**src/rtl/evt_pkg.sv**
```systemverilog
// Shared definitions for the event burst generator.
//   state_e       : burst FSM state encoding
//   DEF_COUNT_W   : default width of burst length / remaining count
//   DEF_PERIOD_W  : default width of pulse spacing
package evt_pkg;

   localparam int DEF_COUNT_W  = 16;
   localparam int DEF_PERIOD_W = 16;

   typedef enum logic [1:0] {
      ST_IDLE  = 2'd0,
      ST_PULSE = 2'd1,
      ST_GAP   = 2'd2
   } state_e;

endpackage

```
**src/rtl/evt_period_timer.sv**
```systemverilog
// Gap timer for the burst generator: a down-counter reloaded on every pulse
// with the number of idle cycles that must follow it (max(period,1)-1).
//   clk_in     : clock, rising edge
//   rst_in     : synchronous active-low reset
//   load_in    : reload strobe (asserted in each pulse cycle)
//   period_in  : pulse spacing in cycles, 0 behaves as 1
//   expire_out : high in the last gap cycle, so the next cycle can pulse
module evt_period_timer #(
   parameter int PERIOD_W = 16
) (
   input  logic                clk_in,
   input  logic                rst_in,
   input  logic                load_in,
   input  logic [PERIOD_W-1:0] period_in,
   output logic                expire_out
);

   logic [PERIOD_W-1:0] cnt_q;
   logic [PERIOD_W-1:0] cnt_d;

   always_comb begin
      cnt_d = cnt_q;
      if (load_in) begin
         cnt_d = (period_in == '0) ? '0 : period_in - 1'b1;
      end else if (cnt_q != '0) begin
         cnt_d = cnt_q - 1'b1;
      end
   end

   always_ff @(posedge clk_in) begin
      if (!rst_in) begin
         cnt_q <= '0;
      end else begin
         cnt_q <= cnt_d;
      end
   end

   // Terminal count at 1 rather than 0: the FSM needs the hint one cycle early
   // so the following pulse lands exactly one period after the previous one.
   assign expire_out = (cnt_q == PERIOD_W'(1));

endmodule

```
**src/rtl/evt_burst_gen.sv**
```systemverilog
// Event burst generator: on an accepted start, emits count_in one-cycle
// evt_out strobes spaced period_in cycles apart, then a done_out pulse.
//   clk_in, rst_in   : clock and synchronous active-low reset
//   start_in         : burst request, taken only while ready_out=1
//   count_in         : pulses in the burst (0 = immediate done, no pulses)
//   period_in        : cycles between pulse rising edges (0 behaves as 1)
//   abort_in         : stop the active burst without done_out
//   ready_out/busy_out : idle / burst in progress (complementary)
//   evt_out          : event strobe
//   done_out         : one-cycle normal-completion pulse
//   remaining_out    : pulses not yet emitted
//
// state | meaning
// IDLE  | waiting for start_in, ready_out=1
// PULSE | evt_out=1 this cycle, remaining count decrements
// GAP   | spacing between pulses, timed by evt_period_timer
module evt_burst_gen
   import evt_pkg::*;
#(
   parameter int COUNT_W  = DEF_COUNT_W,
   parameter int PERIOD_W = DEF_PERIOD_W
) (
   input  logic               clk_in,
   input  logic               rst_in,
   input  logic               start_in,
   input  logic [COUNT_W-1:0] count_in,
   input  logic [PERIOD_W-1:0] period_in,
   input  logic               abort_in,
   output logic               ready_out,
   output logic               busy_out,
   output logic               evt_out,
   output logic               done_out,
   output logic [COUNT_W-1:0] remaining_out
);

   state_e              state_q;
   logic [COUNT_W-1:0]  remaining_q;
   logic [PERIOD_W-1:0] period_q;
   logic                evt_q;
   logic                done_q;
   logic                tmr_load;
   logic                tmr_expire;

   assign tmr_load = (state_q == ST_PULSE);

   evt_period_timer #(
      .PERIOD_W (PERIOD_W)
   ) u_period_timer (
      .clk_in     (clk_in),
      .rst_in     (rst_in),
      .load_in    (tmr_load),
      .period_in  (period_q),
      .expire_out (tmr_expire)
   );

   always_ff @(posedge clk_in) begin
      if (!rst_in) begin
         state_q     <= ST_IDLE;
         remaining_q <= '0;
         period_q    <= '0;
         evt_q       <= 1'b0;
         done_q      <= 1'b0;
      end else begin
         evt_q  <= 1'b0;
         done_q <= 1'b0;
         unique case (state_q)
            ST_IDLE: begin
               if (start_in) begin
                  if (count_in == '0) begin
                     done_q <= 1'b1;
                  end else begin
                     remaining_q <= count_in;
                     period_q    <= period_in;
                     state_q     <= ST_PULSE;
                     evt_q       <= 1'b1;
                  end
               end
            end
            ST_PULSE: begin
               if (abort_in) begin
                  remaining_q <= '0;
                  state_q     <= ST_IDLE;
               end else begin
                  remaining_q <= remaining_q - 1'b1;
                  if (remaining_q == COUNT_W'(1)) begin
                     state_q <= ST_IDLE;
                     done_q  <= 1'b1;
                  end else if (period_q <= PERIOD_W'(1)) begin
                     // Back-to-back pulses, no gap cycles.
                     state_q <= ST_PULSE;
                     evt_q   <= 1'b1;
                  end else begin
                     state_q <= ST_GAP;
                  end
               end
            end
            ST_GAP: begin
               if (abort_in) begin
                  remaining_q <= '0;
                  state_q     <= ST_IDLE;
               end else if (tmr_expire) begin
                  state_q <= ST_PULSE;
                  evt_q   <= 1'b1;
               end
            end
            default: begin
               remaining_q <= '0;
               state_q     <= ST_IDLE;
            end
         endcase
      end
   end

   assign ready_out     = (state_q == ST_IDLE);
   assign busy_out      = ~ready_out;
   assign evt_out       = evt_q;
   assign done_out      = done_q;
   assign remaining_out = remaining_q;

endmodule

```
**config.mk**
```make
export PLATFORM = sky130hd
export DESIGN_NAME = evt_burst_gen
export DESIGN_NICKNAME = d
export VERILOG_FILES = /design/src/rtl/evt_pkg.sv /design/src/rtl/evt_period_timer.sv /design/src/rtl/evt_burst_gen.sv
export SDC_FILE = /design/constraint.sdc
export NUM_CORES = 1
export LEC_CHECK = 0
export BUFFER_PORTS_ARGS = -buffer_cell sky130_fd_sc_hd__buf_4
export CAP_MARGIN = 20
export CORE_MARGIN = 1
export CORE_UTILIZATION = 25
export DETAILED_ROUTE_END_ITERATION = 10
export SLEW_MARGIN = 5
export SYNTH_ARGS = -nofsm -noshare
export SYNTH_HDL_FRONTEND = slang
export SYNTH_SLANG_ARGS = --single-unit
export TNS_END_PERCENT = 5
```
**constraint.sdc**
```tcl
create_clock -name clk_in -period 2.91 [get_ports clk_in]
set_input_delay 0.4365 -clock clk_in [delete_from_list [all_inputs] [get_ports clk_in]]
set_output_delay 0.4365 -clock clk_in [all_outputs]
set_load 0.1 [all_outputs]
```
# Word-level counts from Yosys, hierarchy flattened

Cells that the tools add are included.

Register bits: 52
Bits in latches: 0
Memory bits (writable): 0
Memory bits (read-only): 0
Output and inout bits: 20
Word-level logic and storage cells: 57
Memories kept: 0

Add/sub/neg operators: 3
$mul: 0
Div/mod/pow operators: 0
$lt $le $gt $ge: 1
Eq/ne operators: 8
Shifts and indexed selects: 0
Multiplexer cells: 29
Bitwise logic cells: 2
Reduce and logical (&&, ||, !) cells: 8

Operators with widths:

| operator              | number |
|---|---|
| $mux 16               | 7 |
| $pmux 16 s3           | 1 |
| $sub 16x1->16 const B | 3 |
| $eq 16x1->1 const B   | 2 |
| $logic_not 16->1      | 2 |
| $le 16x1->1 const B   | 1 |
| $reduce_bool 16->1    | 1 |
| $mux 2                | 7 |
| $mux 1                | 11 |
| $reduce_and 3->1      | 3 |
| $ne 2x2->1 const B    | 3 |
| $pmux 2 s3            | 1 |
| $ne 3x3->1 const B    | 1 |
| $pmux 1 s3            | 1 |
| $eq 2x1->1 const B    | 1 |
| $eq 2x2->1 const B    | 1 |
| $logic_not 2->1       | 1 |
| $not 1->1             | 2 |
| $pmux 1 s2            | 1 |
| $reduce_bool 2->1     | 1 |

# Logic depth before layout (Yosys ltp)

Gate-level depths: netlist (run 1).

Word-level depth: 5
Gate-level depth with buffers: 7
Depth with buffers taken out: 7

# Cells and area by module

Synthesis (run 1) repeated with hierarchy kept, for this count alone.

Cell total of the unflattened synthesis: 367
Area total of the unflattened synthesis: 3218.1 sq um

Modules (own cells, without submodules):

| module           | times used | cells an instance | area an instance (sq um) | sequential area each (sq um) |
|---|---|---|---|---|
| evt_burst_gen    | 1          | 219               | 1925.6                   | 720.7 |
| evt_period_timer | 1          | 148               | 1292.5                   | 320.3 |

# Worst setup path after synthesis (run 1)

Ideal clock, no wire load.

Path type: reg2reg
Start: register remaining_q[0] (netlist: remaining_out[0])
End: register remaining_q[10] (netlist: remaining_out[10])
Setup time: 0.070 ns
Arrival time: 2.286 ns
Path slack: 0.554 ns
Stages on the path, launching flop included: 8
Path buffers: 0
Period minus slack after synthesis: 2.356 ns
Cell sequence: dfxtp_1 inv_1 ha_1 or4b_4 or4_1 a21oi_1 o21ai_1 a21oi_1

Longest elaborated chain between the ends: 3

Ends and longest elaborated chain:

| what                   | RTL line            | source |
|---|---|---|
| from (decl)            | evt_burst_gen.sv:37 | `logic [COUNT_W-1:0] remaining_q;` |
| from (signal assigned) | evt_burst_gen.sv:72 | `remaining_q <= count_in;` |
| from (signal assigned) | evt_burst_gen.sv:84 | `remaining_q <= remaining_q - 1'b1;` |
| $sub 16x1->16          | evt_burst_gen.sv:84 |  |
| $mux 16                | evt_burst_gen.sv:80 | `if (abort_in) begin` |
| $pmux 16 s3            | evt_burst_gen.sv:66 | `unique case (state_q)` |

No other way between the ends.
A chain may end at the register's enable or synchronous reset.

# Worst setup path in the final report (run 1)

Start: register period_q[4]
End: register u_period_timer.cnt_q[1]

Longest elaborated chain between the ends: 3

Ends and longest elaborated chain:

| what                   | RTL line               | source |
|---|---|---|
| from (decl)            | evt_burst_gen.sv:38    | `logic [PERIOD_W-1:0] period_q;` |
| from (signal assigned) | evt_burst_gen.sv:73    | `period_q <= period_in;` |
| $logic_not 16->1       | evt_period_timer.sv:24 | `cnt_d = (period_in == '0) ? '0 : period_in - 1'b1;` |
| $mux 16                | evt_period_timer.sv:24 |  |
| $mux 16                | evt_period_timer.sv:23 | `if (load_in) begin` |
| to (signal assigned)   | evt_period_timer.sv:34 | `cnt_q <= cnt_d;` |
| to (decl)              | evt_period_timer.sv:18 | `logic [PERIOD_W-1:0] cnt_q;` |

No other way between the ends.

==> results.ini, run 1 <==
[cts]
cts.path.max_buffers=2
insertion_delay_ps=290
cts_tree=yes
cts.sinks=52
clk_pin_slew_ps=70
cts_max_level=2
holdBufCountCts=0
cts_inserted_buffers=5
cts_setup_buffers=0
clockRootBuffer=clkbuf_16
cts_resized=0

[logic_synthesis]
synthesis.nets=424
synth_common_cells=dfxtp_1, nor2_1, nand2_1
synthArstFlopShare=0
syn_inst=381
ys_top_cells_by_area=dfxtp_1, nor2_1, xnor2_1
yosysTopAreaCellShare=0.334
yosysMostFrequentCell=dfxtp_1
syn_area_per_cell_um2=8.17
ys_seq_area_frac=0.334
yosysWarnings=0
synth_top_cell_by_area=dfxtp_1
synth_seq_cells=52
synth_flop_cell=dfxtp_1
synth.distinct_cells=60
syn-cell-area_mm2=0.00311
synth_edf_count=0

[cells_and_area]
areaGrowthSynthToFinish_pct=22.7
fin_nets=475
diodes=0
fin_area_mm2=0.00382
drive_above_1_share=0.192
n_fill_cell=1287

[sta]
grt_setup_unrepaired=no
slew_headroom=0.491
setup_slack_ps=753
drv_slew=0
tightest_slew_ps=764
setup_violations=0
clock_skew_ps=9.08
min_period_over_period=0.741
fin_crit_ps=2160
fmax_ghz=0.464
hold_viol=0
fin_setup_tns_ps=0

[placement]
place_congestion=0.838
io_buffer_count=55
placed_cell_area_mm2=0.00369
place_ws_ps=576
hpwl_mm=6.27

[global_route]
grt-ovfl-total=0
track_usage=0.136
antenna_found_initial=0
grt_max_degree=38
grt_pass1_vias=2899
grt_pass1_wl_mm=14.2

[drt]
first_pass_iters=5
avgRoutedWirePerCell_um=14.4
drtAntennaViolNets=0
drt-initial-drc-count=227
via_per_inst=5.05
drc=0
vias=3030
wl_mm=8.61

[critical_path]
crit_required_ps=3100
crit_buf_inv=0
critPathSlowestCell=nor4_4
rr_worst_depth=5
cpPeakStageDelay_ps=500
worstPathMaxFanout=17
cp_num_cells=5
start_kind=register
crit_chain=nor4_4 -> nand4_1 -> o21a_1 -> nor2b_1 -> o221a_2
path_delay_family=simple AND/OR/NAND/NOR gates
critPathKind=reg -> reg
crit_arrival_ps=2340
worst_setup_path_end_kind=register

[power]
switching_power_mw=1.51
p_comb_frac=0.506
irDropWorstVdd_mv=0.335
leakage_nw=1.51
p_clk_frac=0.171
power_density_mw_per_mm2=869
seqPwrFrac=0.322
internal-power_mw=1.81
swShare=0.454

[die]
start_util=0.258
die_y_um=114
coreArea_mm2=0.0121
fp.dieW_um=114
fp-row-count=40
ios=56
die_area_mm2=0.0129

[run_status]
status=finished clean

[job]
cap_violations=0

[hold_path]
hold_class=in -> reg
hold_depth=3

-- power by group through the flow --
stage | sequential (mW) | combinational, mW | clock, mW
after global placement | 1.08 | 1.65 | 0
final | 1.07 | 1.68 | 0.569
after global routing | 1.10 | 1.85 | 0.603
after CTS | 1.07 | 1.67 | 0.580
after detailed placement | 1.08 | 1.66 | 0
after floorplan | 1.25 | 1.12 | 0
-- metrics by stage --
step,hold slack [ps],power [mW],utilization,cells
floorplan,488,2.37,-,381
global placement,484,2.72,0.306,593
detailed placement,496,2.74,0.306,593
global route,375,3.55,0.317,600
CTS,379,3.32,0.317,600
finish,380,3.32,0.317,600
-- final timing paths --
path / startpoint / endpoint / slack, ps
hold / removal: period_in[11] / period_q[11]$_SDFFE_PN0P_ / 380
hold reg to reg: remaining_out[14]$_SDFFE_PN0P_ / remaining_out[14]$_SDFFE_PN0P_ / 510
setup reg to reg: period_q[4]$_SDFFE_PN0P_ / u_period_timer.cnt_q[1]$_SDFFE_PN0P_ / 750
setup / recovery: period_q[4]$_SDFFE_PN0P_ / u_period_timer.cnt_q[1]$_SDFFE_PN0P_ / 750
-- kinds of logic after synthesis --
family / synth area share
mux: 0.0514
fa+ha+maj: 0.0281
compound gates: 0.196
simple gates: 0.281
flops: 0.334
buf+inv: 0.0450
xor+xnor: 0.0647
-- flip-flops by register name, summed over array words and instances (netlist names) --
| signal | count |
|---|---|
| remaining_out | 16 |
| period_q | 16 |
| state_q | 2 |
| u_period_timer.cnt_q | 16 |
| done_out | 1 |
| evt_out | 1 |
-- per-layer routing --
layer | vias up | part of all wire | track usage
li1 | 1498 | - | -
met1 | 1440 | 0.48 | 0.187
met2 | 77 | 0.46 | 0.214
met3 | 15 | 0.043 | 0.0266
met4 | 0 | 0.017 | 0.0465
met5 | - | 0 | 0
-- area by class of cell --
| type | instances | area (um^2) | area share |
|---|---|---|---|
| inverters | 12 | 45.0 | 0.0118 |
| flip-flops and latches | 52 | 1040 | 0.273 |
| clock inverters | 1 | 5.00 | 0.00131 |
| well taps | 168 | 210 | 0.0550 |
| multi-input cells | 300 | 1930 | 0.506 |
| clock buffers | 6 | 129 | 0.0337 |
| repair buffers | 61 | 458 | 0.120 |
-- layout by cell type, fill, tap and decap left out, types with 9 or more instances in the layout --
cell type	instances
inv_1	11
nor2_1	50
a21oi_1	21
xnor2_1	19
nand2_1	30
dfxtp_1	52
nor3_1	17
a22oi_1	17
buf_4	61
nand3_1	9
o21ai_0	13
nor4_1	9
mux2i_1	16
-- worst reg2reg max path, stage by stage (launching register included) --
cell     delay [ps]
dfxtp_1         380
nor4_4          500
nand4_1         230
o21a_1          460
nor2b_1         240
o221a_2         230
(Power assumes the default switching activity.)
==> run 2, diff against run 1 <==
==> constraint.sdc (replaced) <==
create_clock -name clk_in -period 1.9 [get_ports clk_in]
set_input_delay 0.285 -clock clk_in [delete_from_list [all_inputs] [get_ports clk_in]]
set_output_delay 0.285 -clock clk_in [all_outputs]
set_load 0.1 [all_outputs]
==> results.ini, run 2 (synthesized netlist as in run 1, its figures left out) <==
[global_route]
antenna_found_initial=0  ; unchanged
grt_max_degree=25  ; -34%
grt_pass1_wl_mm=15.0  ; +5.4%
grt_pass1_vias=3113  ; +7.4%
grt-ovfl-total=0  ; unchanged
track_usage=0.145  ; +0.00858

[placement]
hpwl_mm=6.84  ; +9.2%
io_buffer_count=55  ; unchanged
placed_cell_area_mm2=0.00399  ; +8.3%
place_congestion=0.894  ; +6.7%
place_ws_ps=-11.2  ; -587 ps

[die]
die_area_mm2=0.0129  ; unchanged
start_util=0.258  ; unchanged
fp.dieW_um=114  ; unchanged
coreArea_mm2=0.0121  ; unchanged
fp-row-count=40  ; unchanged
die_y_um=114  ; unchanged
ios=56  ; unchanged

[cells_and_area]
drive_above_1_share=0.292  ; +0.0997
fin_area_mm2=0.00418  ; +9.5%
seqCellArea_mm2=0.00106  ; +1.4%
layout_common_cells=buf_4, nor2_1, dfxtp_1, nand2_1, a21oi_1
areaGrowthSynthToFinish_pct=34.4
fin_nets=508  ; +6.9%
n_fill_cell=1256  ; -2.4%
final_common_cell=buf_4
multi_input_area_mm2=0.00199  ; +2.9%
diodes=0  ; unchanged

[power]
leakage_nw=1.70  ; +13%
power_density_mw_per_mm2=1350  ; +55%
seqPwrFrac=0.286  ; -0.036
internal-power_mw=3.17  ; +75%
switching_power_mw=2.47  ; +64%
swShare=0.438  ; -0.0158
p_clk_frac=0.166  ; -0.005
irDropWorstVdd_mv=0.433  ; +29%
p_comb_frac=0.549  ; +0.043

[critical_path]
crit_arrival_ps=2100  ; -240 ps
crit_chain=inv_1 -> ha_1 -> or4b_4 -> or4_4 -> a21oi_2 -> o21ai_1 -> a21oi_1
endpoint=remaining_out[10]$_SDFFE_PN0P_
critPathLaunch=remaining_out[1]$_SDFFE_PN0P_
worstPathMaxFanout=6  ; -11
cpPeakStageDelay_ps=500  ; about the same
critPathKind=reg -> reg
critPathSlowestCell=or4b_4
r2r-start=remaining_out[1]$_SDFFE_PN0P_
rrSetupSlack_ps=20  ; -730 ps
cp_num_cells=7  ; +2
rr_worst_depth=7  ; +2
crit_required_ps=2120  ; -980 ps
path_delay_family=simple AND/OR/NAND/NOR gates
worst_setup_path_end_kind=register
start_kind=register
r2r-end=remaining_out[10]$_SDFFE_PN0P_
crit_buf_inv=1  ; +1

[drt]
wl_met2_mm=4.22  ; +5.5%
wl_mm=9.09  ; +5.6%
via_per_inst=4.99  ; -1.2%
route.met3.wl_um=336  ; -9.4%
drtAntennaViolNets=0  ; unchanged
drt-initial-drc-count=164  ; -28%
avgRoutedWirePerCell_um=14.3  ; about the same
vias=3162  ; +4.4%
drc=0  ; unchanged
met1_length_mm=4.38  ; +7.1%
top_layer_used=met4
first_pass_iters=4  ; -1

[sta]
setup_violations=0  ; unchanged
hold_viol=0  ; unchanged
grt_setup_unrepaired=yes
fin_crit_ps=1880  ; -278 ps
setup_slack_ps=21.4  ; -732 ps
tightest_slew_ps=678  ; -85.1 ps
fmax_ghz=0.532  ; +15%
slew_headroom=0.547  ; +0.0557
drv_slew=0  ; unchanged
clock_skew_ps=8.70  ; -0.380 ps
min_period_over_period=0.989  ; +0.248

[cts]
clockRootBuffer=clkbuf_16
insertion_delay_ps=300  ; about the same
clk_pin_slew_ps=70  ; about the same
cts.sinks=52  ; unchanged
holdBufCountCts=0  ; unchanged
cts_max_level=2  ; unchanged
cts.path.max_buffers=2  ; unchanged
cts_inserted_buffers=5  ; unchanged
cts_tree=yes
cts_setup_buffers=0  ; unchanged

[hold_path]
hold_start=period_in[6]
hold_class=in -> reg

[run_status]
status=finished clean

[job]
cap_violations=0  ; unchanged

## run 2: changes by cell type in the layout (fill, tap and decap cells not counted), sizes merged
cell      before  now
buf           61   94
inv           12   11
clkinv         1    0
clkbuf         6    7
clkinvlp       0    2
## run 2: how the worst min path moves through the flow
stage / slack, ps / cells after the start / end
global route: 220 / 3 / period_q[2]$_SDFFE_PN0P_
CTS: 220 / 3 / period_q[2]$_SDFFE_PN0P_
detailed placement: 480 / 2 / remaining_out[7]$_SDFFE_PN0P_
global placement: 480 / 2 / remaining_out[7]$_SDFFE_PN0P_
floorplan: 430 / 2 / period_q[10]$_SDFFE_PN0P_
finish: 220 / 3 / period_q[6]$_SDFFE_PN0P_
## run 2: final cells by class
cell class	count	share of cell area
Multi-Input combinational cell	300	0.475
Sequential cell	52	0.252
Timing Repair Buffer	94	0.175
Tap cell	168	0.0503
Clock buffer	7	0.0341
Inverter	12	0.0117
Clock inverter	1	0.00179
## run 2: per-layer routing
layer	GRT usage	vias to the layer above
li1	-	1570
met1	0.193	1492
met2	0.233	85
met3	0.0266	15
met4	0.0544	0
met5	0	-
## run 2: power by group through the flow
stage / Clock [mW] / Combinational, mW / Sequential [mW]
after floorplan: 0 / 1.73 / 1.93
after global placement: 0 / 2.96 / 1.60
after detailed placement: 0 / 3.00 / 1.61
after CTS: 0.958 / 3.03 / 1.59
after global routing: 1.00 / 3.36 / 1.64
final: 0.933 / 3.09 / 1.61
## run 2: stage by stage
| stage | std cells | util | power [mW] | hold slack [ps] | TNS, ps |
|---|---|---|---|---|---|
| after floorplan | 381 | - | 3.65 | 432 | -1610 |
| after global placement | 626 | 0.331 | 4.57 | 480 | 0 |
| after detailed placement | 626 | 0.331 | 4.61 | 479 | -11.2 |
| after CTS | 634 | 0.344 | 5.58 | 223 | 0 |
| after global routing | 634 | 0.347 | 6.00 | 224 | -149 |
| final | 634 | 0.347 | 5.63 | 225 | 0 |
## run 2: timing repair
item                       in CTS  in global routing
gates cloned                    0                  0
resized for setup               3                  5
pin swaps                       2                  0
setup endpoints to repair       2                  7
## run 2: worst min-delay path: stages
cell and delay (ps):
buf_4 80, mux2i_1 50, nor2_1 70
